File: config.mk
export PLATFORM = sky130hd
export DESIGN_NAME = mem_arbiter_flat
export DESIGN_NICKNAME = d
export VERILOG_FILES = /design/src/rtl/mem_arbiter_if.sv /design/src/rtl/mem_arbiter.sv /design/src/flat_wrapper.sv
export SDC_FILE = /design/constraint.sdc
export NUM_CORES = 1
export LEC_CHECK = 0
export ABC_AREA = 1
export CAP_MARGIN = 0
export CORE_ASPECT_RATIO = 0.8
export CORE_MARGIN = 5
export CORE_UTILIZATION = 47
export CTS_BUF_LIST = sky130_fd_sc_hd__clkbuf_2
export DETAILED_ROUTE_END_ITERATION = 8
export PLACE_DENSITY_LB_ADDON = 0.12
export SYNTH_ARGS = -nofsm -noshare
export SYNTH_HDL_FRONTEND = slang
export SYNTH_SLANG_ARGS = --single-unit
File: constraint.sdc
create_clock -name clk -period 3.3 [get_ports clk]
set_clock_uncertainty 0.2 [all_clocks]
set_input_delay 0.33 -clock clk [delete_from_list [all_inputs] [get_ports clk]]
set_output_delay 0.33 -clock clk [all_outputs]
set_load 0.03 [all_outputs]
File: src/rtl/mem_arbiter_if.sv
// Bundle of the fetch port, data port and main-memory bus around mem_arbiter.
// master = the arbiter's view; slave = the requesters and memory facing it.
interface mem_arbiter_if #(
    parameter int DW = 32
);
    // Handshake: a requester raises req as a level and holds it (with addr/we/wdata
    // stable at grant) until its ack; ack is a single-cycle completion pulse, and
    // the returned word is valid from the ack cycle until the next read on that port.
    logic          if_req;
    logic [DW-1:0] if_addr;
    logic [DW-1:0] if_data;
    logic          if_ack;

    logic          dm_req;
    logic          dm_we;
    logic [DW-1:0] dm_addr;
    logic [DW-1:0] dm_wdata;
    logic [DW-1:0] dm_rdata;
    logic          dm_ack;

    logic          err;

    logic [DW-1:0] mem_addr;
    logic [DW-1:0] mem_wdata;
    logic          mem_rd;
    logic          mem_wr;
    logic [DW-1:0] mem_rdata;
    logic          mem_ack;

    modport master (
        input  if_req, if_addr, dm_req, dm_we, dm_addr, dm_wdata, mem_rdata, mem_ack,
        output if_data, if_ack, dm_rdata, dm_ack, err, mem_addr, mem_wdata, mem_rd, mem_wr
    );

    modport slave (
        output if_req, if_addr, dm_req, dm_we, dm_addr, dm_wdata, mem_rdata, mem_ack,
        input  if_data, if_ack, dm_rdata, dm_ack, err, mem_addr, mem_wdata, mem_rd, mem_wr
    );
endinterface

File: src/rtl/mem_arbiter.sv
// Round-robin arbiter sharing one 32-bit memory between a read-only fetch port
// and a read/write data port; completion by fixed latency or by memory ack.
module mem_arbiter #(
    parameter int DATAWIDTH_BUS = 32,
    parameter int MEM_LATENCY   = 1,
    parameter int ACK_ENABLE    = 0,
    parameter int TIMEOUT       = 8
) (
    input  logic          clk,
    input  logic          rst_n,
    mem_arbiter_if.master bus,
    output logic [1:0]    dbg_state
);
    localparam logic [1:0] S_IDLE   = 2'd0;
    localparam logic [1:0] S_ACCESS = 2'd1;
    localparam logic [1:0] S_DONE   = 2'd2;

    localparam logic [7:0] LAT_LAST = 8'(MEM_LATENCY - 1);
    localparam logic [7:0] TMO_LAST = 8'(TIMEOUT - 1);
    localparam bit         USE_ACK  = (ACK_ENABLE != 0);

    logic [1:0] state;
    logic [7:0] count;
    logic       last_dm;
    logic       gnt_dm;
    logic       gnt_we;

    logic                     any_req;
    logic                     pick_dm;
    logic                     timed_out;
    logic                     access_end;
    logic [DATAWIDTH_BUS-1:0] rd_word;

    assign dbg_state = state;

    always_comb begin
        any_req    = bus.if_req | bus.dm_req;
        // Under contention the port that was not served last wins.
        pick_dm    = bus.dm_req & (~bus.if_req | ~last_dm);
        timed_out  = USE_ACK && !bus.mem_ack && (count == TMO_LAST);
        access_end = USE_ACK ? (bus.mem_ack || (count == TMO_LAST)) : (count == LAT_LAST);
        rd_word    = timed_out ? '0 : bus.mem_rdata;
    end

    always_ff @(posedge clk or negedge rst_n) begin
        if (!rst_n) begin
            state         <= S_IDLE;
            count         <= '0;
            last_dm       <= 1'b1;
            gnt_dm        <= 1'b0;
            gnt_we        <= 1'b0;
            bus.if_data   <= '0;
            bus.if_ack    <= 1'b0;
            bus.dm_rdata  <= '0;
            bus.dm_ack    <= 1'b0;
            bus.err       <= 1'b0;
            bus.mem_addr  <= '0;
            bus.mem_wdata <= '0;
            bus.mem_rd    <= 1'b0;
            bus.mem_wr    <= 1'b0;
        end else begin
            bus.if_ack <= 1'b0;
            bus.dm_ack <= 1'b0;
            bus.err    <= 1'b0;
            case (state)
                S_IDLE: begin
                    if (any_req) begin
                        gnt_dm        <= pick_dm;
                        last_dm       <= pick_dm;
                        gnt_we        <= pick_dm & bus.dm_we;
                        bus.mem_addr  <= pick_dm ? bus.dm_addr : bus.if_addr;
                        bus.mem_wdata <= pick_dm ? bus.dm_wdata : '0;
                        bus.mem_rd    <= ~(pick_dm & bus.dm_we);
                        bus.mem_wr    <= pick_dm & bus.dm_we;
                        count         <= '0;
                        state         <= S_ACCESS;
                    end
                end
                S_ACCESS: begin
                    if (access_end) begin
                        if (!gnt_we) begin
                            if (gnt_dm) bus.dm_rdata <= rd_word;
                            else        bus.if_data  <= rd_word;
                        end
                        bus.mem_rd <= 1'b0;
                        bus.mem_wr <= 1'b0;
                        count      <= '0;
                        // Ack and err are registered here so they are high exactly during DONE.
                        bus.if_ack <= ~gnt_dm;
                        bus.dm_ack <= gnt_dm;
                        bus.err    <= timed_out;
                        state      <= S_DONE;
                    end else begin
                        count <= count + 8'd1;
                    end
                end
                S_DONE: begin
                    state <= S_IDLE;
                end
                default: begin
                    state <= S_IDLE;
                end
            endcase
        end
    end
endmodule

File: src/flat_wrapper.sv
// flat-port wrapper written by rule: the top's interface ports become plain ports
module mem_arbiter_flat 
#(
    parameter int DATAWIDTH_BUS = 32,
    parameter int MEM_LATENCY   = 1,
    parameter int ACK_ENABLE    = 0,
    parameter int TIMEOUT       = 8
)
  (clk, rst_n, dbg_state, bus_if_req, bus_if_addr, bus_dm_req, bus_dm_we, bus_dm_addr, bus_dm_wdata, bus_mem_rdata, bus_mem_ack, bus_if_data, bus_if_ack, bus_dm_rdata, bus_dm_ack, bus_err, bus_mem_addr, bus_mem_wdata, bus_mem_rd, bus_mem_wr);
  mem_arbiter_if #(.DW(32)) bus_i ();
  input  logic clk;
  input  logic rst_n;
  output logic [1:0] dbg_state;
  input wire logic [$bits(bus_i.if_req)-1:0] bus_if_req;
  input wire logic [$bits(bus_i.if_addr)-1:0] bus_if_addr;
  input wire logic [$bits(bus_i.dm_req)-1:0] bus_dm_req;
  input wire logic [$bits(bus_i.dm_we)-1:0] bus_dm_we;
  input wire logic [$bits(bus_i.dm_addr)-1:0] bus_dm_addr;
  input wire logic [$bits(bus_i.dm_wdata)-1:0] bus_dm_wdata;
  input wire logic [$bits(bus_i.mem_rdata)-1:0] bus_mem_rdata;
  input wire logic [$bits(bus_i.mem_ack)-1:0] bus_mem_ack;
  output wire logic [$bits(bus_i.if_data)-1:0] bus_if_data;
  output wire logic [$bits(bus_i.if_ack)-1:0] bus_if_ack;
  output wire logic [$bits(bus_i.dm_rdata)-1:0] bus_dm_rdata;
  output wire logic [$bits(bus_i.dm_ack)-1:0] bus_dm_ack;
  output wire logic [$bits(bus_i.err)-1:0] bus_err;
  output wire logic [$bits(bus_i.mem_addr)-1:0] bus_mem_addr;
  output wire logic [$bits(bus_i.mem_wdata)-1:0] bus_mem_wdata;
  output wire logic [$bits(bus_i.mem_rd)-1:0] bus_mem_rd;
  output wire logic [$bits(bus_i.mem_wr)-1:0] bus_mem_wr;
  assign bus_i.if_req = bus_if_req;
  assign bus_i.if_addr = bus_if_addr;
  assign bus_i.dm_req = bus_dm_req;
  assign bus_i.dm_we = bus_dm_we;
  assign bus_i.dm_addr = bus_dm_addr;
  assign bus_i.dm_wdata = bus_dm_wdata;
  assign bus_i.mem_rdata = bus_mem_rdata;
  assign bus_i.mem_ack = bus_mem_ack;
  assign bus_if_data = bus_i.if_data;
  assign bus_if_ack = bus_i.if_ack;
  assign bus_dm_rdata = bus_i.dm_rdata;
  assign bus_dm_ack = bus_i.dm_ack;
  assign bus_err = bus_i.err;
  assign bus_mem_addr = bus_i.mem_addr;
  assign bus_mem_wdata = bus_i.mem_wdata;
  assign bus_mem_rd = bus_i.mem_rd;
  assign bus_mem_wr = bus_i.mem_wr;
  mem_arbiter #(.DATAWIDTH_BUS(DATAWIDTH_BUS), .MEM_LATENCY(MEM_LATENCY), .ACK_ENABLE(ACK_ENABLE), .TIMEOUT(TIMEOUT)) u_core (.clk(clk), .rst_n(rst_n), .bus(bus_i), .dbg_state(dbg_state));
endmodule
==> results.yml <==
logic_synthesis:
  yosys_warnings: 0
  ys_ff_latch: 145
  yosysUniqueCellTypes: 22
  syn_area_per_cell_um2: 8.53
  ys_seq_area_share_pct: 57.8
  syn_inst: 736
  syn-num-nets: 872
  syn_area_mm2: 0.00628
finish:
  utilization_pct: 76.5
  regArea_mm2: 0.00363
  instances_no_fill: 1238
  multi_input_area_mm2: 0.00222
  fill_cells: 919
  drive_gt1_share_pct: 5.18
  num-nets-final: 1185
  syn2layout_area_growth_pct: 58.1
timing:
  final-hold-violation-count: 0
  slew-limit-headroom_pct: 51.1
  setup-violations-final: 0
  worst_pin_slew_ns: 0.732
  final.period_utilization_pct: 71.4
  tns_ns: 0
  final_max_slew_viol_count: 0
  rsz0062_at_grt: "no"
  fin_ws_ns: 0.945
  fin_crit_ns: 2.36
  fmax_ghz: 0.425
floorplan:
  die_height_um: 113
  core_mm2: 0.0130
  dieArea_mm2: 0.0158
  start_util_pct: 48.4
  die_w_um: 139
  rows: 37
  num_io_pins: 269
worst_setup_path:
  critPathTopFamily: "buffers and inverters"
  path_class: "flop to output pin"
  crit_required_ns: 2.77
  cpPeakStageDelay_ns: 0.71
  cp-start-kind: "flop"
  crit_path_top_delay_cell: "clkdlybuf4s50_1"
  cp-end-kind: "output pin"
  startpoint: "u_core.bus.mem_wdata[1]$_DFFE_PN0P_"
  crit_chain: "clkdlybuf4s50_1"
  reg2reg_from: "u_core.count[0]$_DFFE_PN0P_"
  crit_arrival_ns: 1.83
  crit_buf_inv: 1
  crit_path_max_fanout: 2
pwr:
  powerDensity_mw_per_mm2: 922
  power_leakage_nw: 4.90
  ir_drop_mv: 0.428
detailed_routing:
  drc_errors: 0
  drt_wl_total_mm: 19.8
  ant_nets: 0
  via_count: 6123
  viasPerCell: 4.95
  drtPass1Iterations: 5
  wl_per_cell_um: 16.0
  drt-initial-drc-count: 280
job:
  cap_viol_max_count: 0
placed_design:
  place.port_buffers: 266
  dp_slack_ns: 0.981
  dp_hpwl_mm: 13.0
  dpl.cell_count: 1142
  routabilityCongestion: 0.823
grt:
  grt_max_degree: 73
  grt_pass1_wl_mm: 31.7
  grt_pass1_vias: 6148
  antenna_found_initial: 1
  overflow: 0
  grt_use_total_pct: 24.9
worst_hold_path:
  hold_path.class: "primary input to flop"
  min_from: "bus_mem_rdata[28]"
cts:
  numCtsBuffers: 17
  clk_path_buf_depth: 2
  cts_setup_buffers: 0
  cts_sinks: 145
  tritoncts: "done"
  htree_levels: 4
  cts_root_buf: "clkbuf_2"
  cts.clk_slew.worst_paths_ns: 0.22
  clock_latency_ns: 0.67
outcome:
  status: "finished clean"
## cell usage after synthesis, drive strengths merged
| cell | number | area, µm² |
|---|---|---|
| buf | 35 | 199 |
| clkbuf | 13 | 48.8 |
| conb | 1 | 3.75 |
| dfrtp | 144 | 3600 |
| dfstp | 1 | 26.3 |
| ha | 2 | 25.0 |
| inv | 49 | 184 |
| nand2 | 357 | 1340 |
| nand3 | 16 | 90.1 |
| nand4 | 65 | 407 |
| nor2 | 14 | 67.6 |
| o211ai | 32 | 240 |
| o21ai | 6 | 33.8 |
| o21bai | 1 | 7.51 |
## registers in the layout, indices dropped and copies added (netlist names)
signal	cells
u_core.last_dm	1
u_core.bus.dm_rdata	32
u_core.bus.mem_rd	1
u_core.bus.if_data	32
u_core.bus.mem_addr	32
u_core.dbg_state	2
u_core.gnt_we	1
u_core.bus.mem_wdata	32
u_core.bus.dm_ack	1
u_core.bus.if_ack	1
u_core.count	8
u_core.bus.mem_wr	1
u_core.gnt_dm	1
## metal layers
layer	vias to the layer above	GRT usage [%]	share of wire, %
met5	-	0	0
met4	0	7.95	2.5
met3	31	8.49	8.6
met2	250	41.8	48
met1	2858	30.7	41
li1	2984	-	-
## worst paths after layout
kind / slack (ns) / end / cells past startpoint
setup / recovery: 0.94 / bus_mem_wdata[1] / 1
hold / removal: 0.04 / u_core.bus.dm_rdata[28]$_DFFE_PN0P_ / 3
setup reg to reg: 0.97 / u_core.bus.if_data[11]$_DFFE_PN0P_ / 7
hold reg to reg: 0.29 / u_core.last_dm$_DFFE_PN1P_ / 2
max in group asynchronous: 1.27 / u_core.bus.if_data[2]$_DFFE_PN0P_ / 4
min in group asynchronous: 0.54 / u_core.bus.dm_rdata[17]$_DFFE_PN0P_ / 3
## area by class of cell
class | instances | share of cell area (%)
antenna | 1 | 0.0252
clock buffer | 17 | 0.858
clock inverter | 15 | 1.84
inverter | 49 | 1.85
multi-input combinational | 494 | 22.4
sequential | 145 | 36.6
tap | 175 | 2.21
timing repair buffer | 342 | 34.2
## through the flow
stage / power, mW / hold slack (ns) / instance area [µm²]
after global routing: 9.71 / 0.00293 / 9920
after detailed placement: 8.00 / 0.199 / 9020
after CTS: 9.18 / 0.00189 / 9890
final: 9.15 / 0.0420 / 9920
after global placement: 7.93 / 0.196 / 9020
after floorplan: 5.81 / -0.166 / 6280
## logic make-up (layout without fill, tap and decap cells)
group | count (synthesis) | in the layout | synth area share, %
and+or+nand+nor | 452 | 452 | 30.3
DFF | 145 | 145 | 57.8
buffers and inverters | 97 | 423 | 6.88
AOI/OAI and AO/OA | 39 | 39 | 4.49
adders and majority gates | 2 | 2 | 0.399
other | 1 | 2 | 0.0598
## power by group
part,internal [mW],switching [mW]
sequential,2.53,0.423
clock,0.434,0.679
combinational,1.91,3.17
total,4.88,4.27
## layout by cell type, fill, tap and decap left out, drive strengths merged, types with 14 or more instances in the layout
cell / Yosys / final
nand4: 65 / 65
clkbuf: 13 / 17
o211ai: 32 / 32
nand3: 16 / 16
buf: 35 / 14
dlygate4sd3: 0 / 63
clkdlybuf4s50: 0 / 265
nand2: 357 / 357
dfrtp: 144 / 144
inv: 49 / 54
nor2: 14 / 14
## repair_timing
item	4_1_cts	5_1_grt
hold endpoints to repair	191	4
gates resized for setup	0	0
hold buffers	60	3
No activity file was read; power rests on OpenSTA's default activity.
==> edit 1: new RTL, same settings <==
`ACK_ENABLE` is set to 0 in 2 places; all go to 1.
--- a/src/rtl/mem_arbiter.sv
+++ b/src/rtl/mem_arbiter.sv
@@ -4,5 +4,5 @@
     parameter int DATAWIDTH_BUS = 32,
     parameter int MEM_LATENCY   = 1,
-    parameter int ACK_ENABLE    = 0,
+    parameter int ACK_ENABLE    = 1,
     parameter int TIMEOUT       = 8
 ) (
--- a/src/flat_wrapper.sv
+++ b/src/flat_wrapper.sv
@@ -4,5 +4,5 @@
     parameter int DATAWIDTH_BUS = 32,
     parameter int MEM_LATENCY   = 1,
-    parameter int ACK_ENABLE    = 0,
+    parameter int ACK_ENABLE    = 1,
     parameter int TIMEOUT       = 8
 )
Behaviour: not the same (a bounded check fails within 4 cycles, from zero or initial values and one cycle with rst_n low).
==> edit 1 against the original RTL <==
- synthesized area up 1.3%
- routed wire length rose by 15%
- count of clock-buffer cells in the layout increased by 2
- worst setup slack got worse by 540 ps
- sequential cell count grew 1
- cell area rose by 4.8%
- sequential power grew 6%
- power is 5.7% higher
- critical endpoint is now u_core.bus.mem_addr[5]$_DFFE_PN0P_
- largest power group unchanged
==> edit 1: results <==
export IMPL_synthTopCellsByArea="dfrtp_1 (57%), nand2_1 (11%), nand3_1 (5.4%)"
export IMPL_gp_congestion=0.847
export IMPL_hold_path_class="primary input to asynchronous set/reset pin"
export IMPL_synthesis_nets=827
export IMPL_wl_um=22800
export IMPL_grt_max_degree=104
export IMPL_r2r_slack_ps=410
export IMPL_cp_slowest_stage_delay_ps=570
export IMPL_synth_compound_area_share_pct=13.1
export IMPL_crit_path_max_fanout=34
export IMPL_use_met3_pct=8.72
export IMPL_postSynthCellCount=692
export IMPL_drive_gt1_share_pct=5.16
export IMPL_final_cells=1246
export IMPL_r2r_start="u_core.dbg_state[1]$_DFFE_PN0P_"
export IMPL_place_hpwl_um=14000
export IMPL_dp_cells=1106
export IMPL_grt_first_pass_wirelength_um=36400
export IMPL_grt_pass1_vias=6855
export IMPL_cpMaxStageDelayCell="dlygate4sd3_1"
export IMPL_status="complete, no violations"
export IMPL_met1_usage_pct=35.2
export IMPL_cp_arrival_ps=3370
export IMPL_drtPass1Iterations=6
export IMPL_synth_cell_type_count=28
export IMPL_ir_drop_mv=0.628
export IMPL_synth_seq_area_share_pct=57.5
export IMPL_clkLatencyLatePin_ps=720
export IMPL_wl_met3_um=1900
export IMPL_port_buffers=268
export IMPL_worstRegToRegCells=6
export IMPL_synthTopCellsByCount="nand2_1 (191), dfrtp_1 (145), nand3_1 (68), o21ai_0 (51), inv_1 (44)"
export IMPL_worst_pin_slew_ps=959
export IMPL_grt_use_total_pct=28.9
export IMPL_reg2reg_to="u_core.bus.mem_addr[5]$_DFFE_PN0P_"
export IMPL_synth_adder_area_share_pct=0.197
export IMPL_first_iter_violations=456
export IMPL_met2_length_um=11400
export IMPL_vias=6574
export IMPL_post_synth_xor_area_fraction_pct=0.413
export IMPL_routedLengthMet1_um=8690
export IMPL_met2_usage_pct=48.4
-- edit 1: layout make-up --
cell class / count / area [µm²]
Antenna cell: 1 / 2.50
Clock inverter: 13 / 143
Fill cell: 870 / 3010
Clock buffer: 19 / 95.1
Multi-Input combinational cell: 458 / 2270
Timing Repair Buffer: 384 / 3830
Inverter: 45 / 169
Tap cell: 180 / 225
Sequential cell: 146 / 3650
-- edit 1: worst max path at each step --
stage | to | slack, ps
2_1_floorplan | u_core.bus.dm_rdata[11]$_DFFE_PN0P_ | 1590
3_3_place_gp | u_core.bus.mem_addr[13]$_DFFE_PN0P_ | 920
3_5_place_dp | u_core.bus.mem_addr[29]$_DFFE_PN0P_ | 810
4_1_cts | u_core.bus.mem_addr[21]$_DFFE_PN0P_ | 660
5_1_grt | u_core.bus.mem_addr[5]$_DFFE_PN0P_ | 250
6_report | u_core.bus.mem_addr[5]$_DFFE_PN0P_ | 410
-- edit 1: stage by stage --
step | hold slack [ps] | util, % | worst slack (ps) | area, µm²
floorplan | -166 | - | 1590 | 6360
global placement | 264 | 67.8 | 916 | 9090
detailed placement | 265 | 67.8 | 806 | 9090
CTS | 0.277 | 77.3 | 661 | 10400
global route | 2.75 | 77.5 | 251 | 10400
finish | 43.8 | 77.5 | 409 | 10400
-- edit 1: report_power, final --
group / switching (mW) / internal [mW] / total, mW
clock: 0.636 / 0.415 / 1.05
combinational: 3.29 / 2.21 / 5.50
sequential: 0.541 / 2.58 / 3.12
total: 4.47 / 5.21 / 9.67
-- edit 1: cell families after synthesis --
group                      after synthesis
buffers and inverters                   88
AOI/OAI and AO/OA                      139
adders and majority gates                1
and+or+nand+nor                        315
xor gates and xnor gates                 3
DFF                                    146
-- edit 1: repair_timing --
item	in CTS	in global routing
hold endpoints to repair	204	4
resized for setup	0	0
hold buffers	104	3
==> edit 2: new RTL, same flow settings <==
Made on the original files. Make the reset (`rst_n`) synchronous in one clocked block.
--- a/src/rtl/mem_arbiter.sv
+++ b/src/rtl/mem_arbiter.sv
@@ -43,5 +43,5 @@
     end
 
-    always_ff @(posedge clk or negedge rst_n) begin
+    always_ff @(posedge clk) begin
         if (!rst_n) begin
             state         <= S_IDLE;
Function: differs if rst_n is asserted again (counterexample within 4 cycles, from zero or initial values and one cycle with rst_n low); with rst_n held inactive, the same outputs for 4 cycles.
==> edit 2 against the original RTL <==
- routed wire length is 3.9% higher
- via count is 8.1% higher
- cell area is 0.45% lower
- highest routed layer unchanged
- synthesized area is 5.2% lower
- global-route usage is 2.0 points higher
- worst setup slack worse by 52 ps
- sequential cell count stayed put
- maximum frequency is 2.2% lower
- core utilization is 3.8 points higher
Power is not compared: it rests on default switching activity, and its combinational part moved more than twofold at a synthesized area within 25%.
==> edit 2: results <==
export IMPL_status="complete, no violations"
export IMPL_dp_slack_ps=872
export IMPL_grt_max_degree=100
export IMPL_postSynthCellCount=876
export IMPL_worstRegToRegCells=8
export IMPL_placed_cell_area_um2=8630
export IMPL_vias_per_cell=4.71
export IMPL_cp_arrival_ps=2870
export IMPL_gp_congestion=0.813
export IMPL_routedLengthMet1_um=8000
export IMPL_synth_compound_area_share_pct=9.57
export IMPL_power_mw=4.18
export IMPL_synthTopCellsByArea="dfxtp_1 (49%), nand2_1 (18%), nor2_1 (11%)"
export IMPL_reg2reg_to="u_core.bus.mem_wdata[29]$_SDFFE_PN0P_"
export IMPL_ys_async_sr_fraction_pct=0
export IMPL_synth_adder_area_share_pct=0.421
export IMPL_period_needed_ps=2410
export IMPL_first_iter_violations=429
export IMPL_place_hpwl_um=12700
export IMPL_hold_ws_ps=40.6
export IMPL_met2_usage_pct=47.3
export IMPL_yosys_warnings=0
export IMPL_synth_seq_area_share_pct=48.8
export IMPL_pwr_share_clk_pct=24.2
export IMPL_startpoint="u_core.last_dm$_SDFFE_PN1P_"
export IMPL_fill_cells=783
export IMPL_dp_cells=1272
export IMPL_drtPass1Iterations=6
export IMPL_hold_end="u_core.gnt_we$_SDFFE_PN0P_"
export IMPL_use_met3_pct=9.64
export IMPL_synthTopCellsByCount="nand2_1 (285), nor2_1 (170), dfxtp_1 (145), inv_1 (78), a21oi_1 (77)"
export IMPL_grt_pass1_vias=6638
export IMPL_grt_first_pass_wirelength_um=32700
export IMPL_synth_ff_type="dfxtp_1"
export IMPL_crit_path_max_fanout=33
export IMPL_hp_start="bus_dm_we"
export IMPL_vias=6622
export IMPL_path_class="flip-flop to flip-flop"
export IMPL_met2_length_um=10200
export IMPL_worst_pin_slew_ps=985
export IMPL_cp_slowest_stage_delay_ps=600
export IMPL_drive_gt1_share_pct=4.13
export IMPL_wl_met3_um=1960
export IMPL_synthesis_nets=1012
export IMPL_clkLatencyLatePin_ps=700
export IMPL_drt_wirelength_per_cell_um=14.6
export IMPL_met1_usage_pct=30.7
export IMPL_fin_nets=1357
export IMPL_synth_cell_type_count=23
==> edit 2: cell types whose count changed in the layout (fill, tap and decap cells not counted), sizes merged, moves of 2 or more <==
cell	before	now
dfrtp	144	0
o211ai	32	0
clkinv	5	10
buf	14	8
a21oi	0	77
dfxtp	0	145
inv	54	83
dlygate4sd3	63	101
o21ai	6	36
nor2	14	175
nand4	65	3
clkinvlp	2	4
nand2	357	288
==> edit 2: timing repair <==
| action | 4_1_cts | 5_1_grt |
|---|---|---|
| endpoints found under the hold margin | 116 | 1 |
| hold buffers | 100 | 1 |
| setup buffers | 0 | 0 |
==> edit 2: cell type report <==
cell class / count / area [µm²] / area share (%)
Clock buffer: 17 / 85.1 / 0.862
Clock inverter: 15 / 144 / 1.46
Multi-Input combinational cell: 599 / 2480 / 25.1
Tap cell: 171 / 214 / 2.17
Inverter: 84 / 315 / 3.19
Timing Repair Buffer: 374 / 3730 / 37.8
Antenna cell: 1 / 2.50 / 0.0253
Sequential cell: 145 / 2900 / 29.4
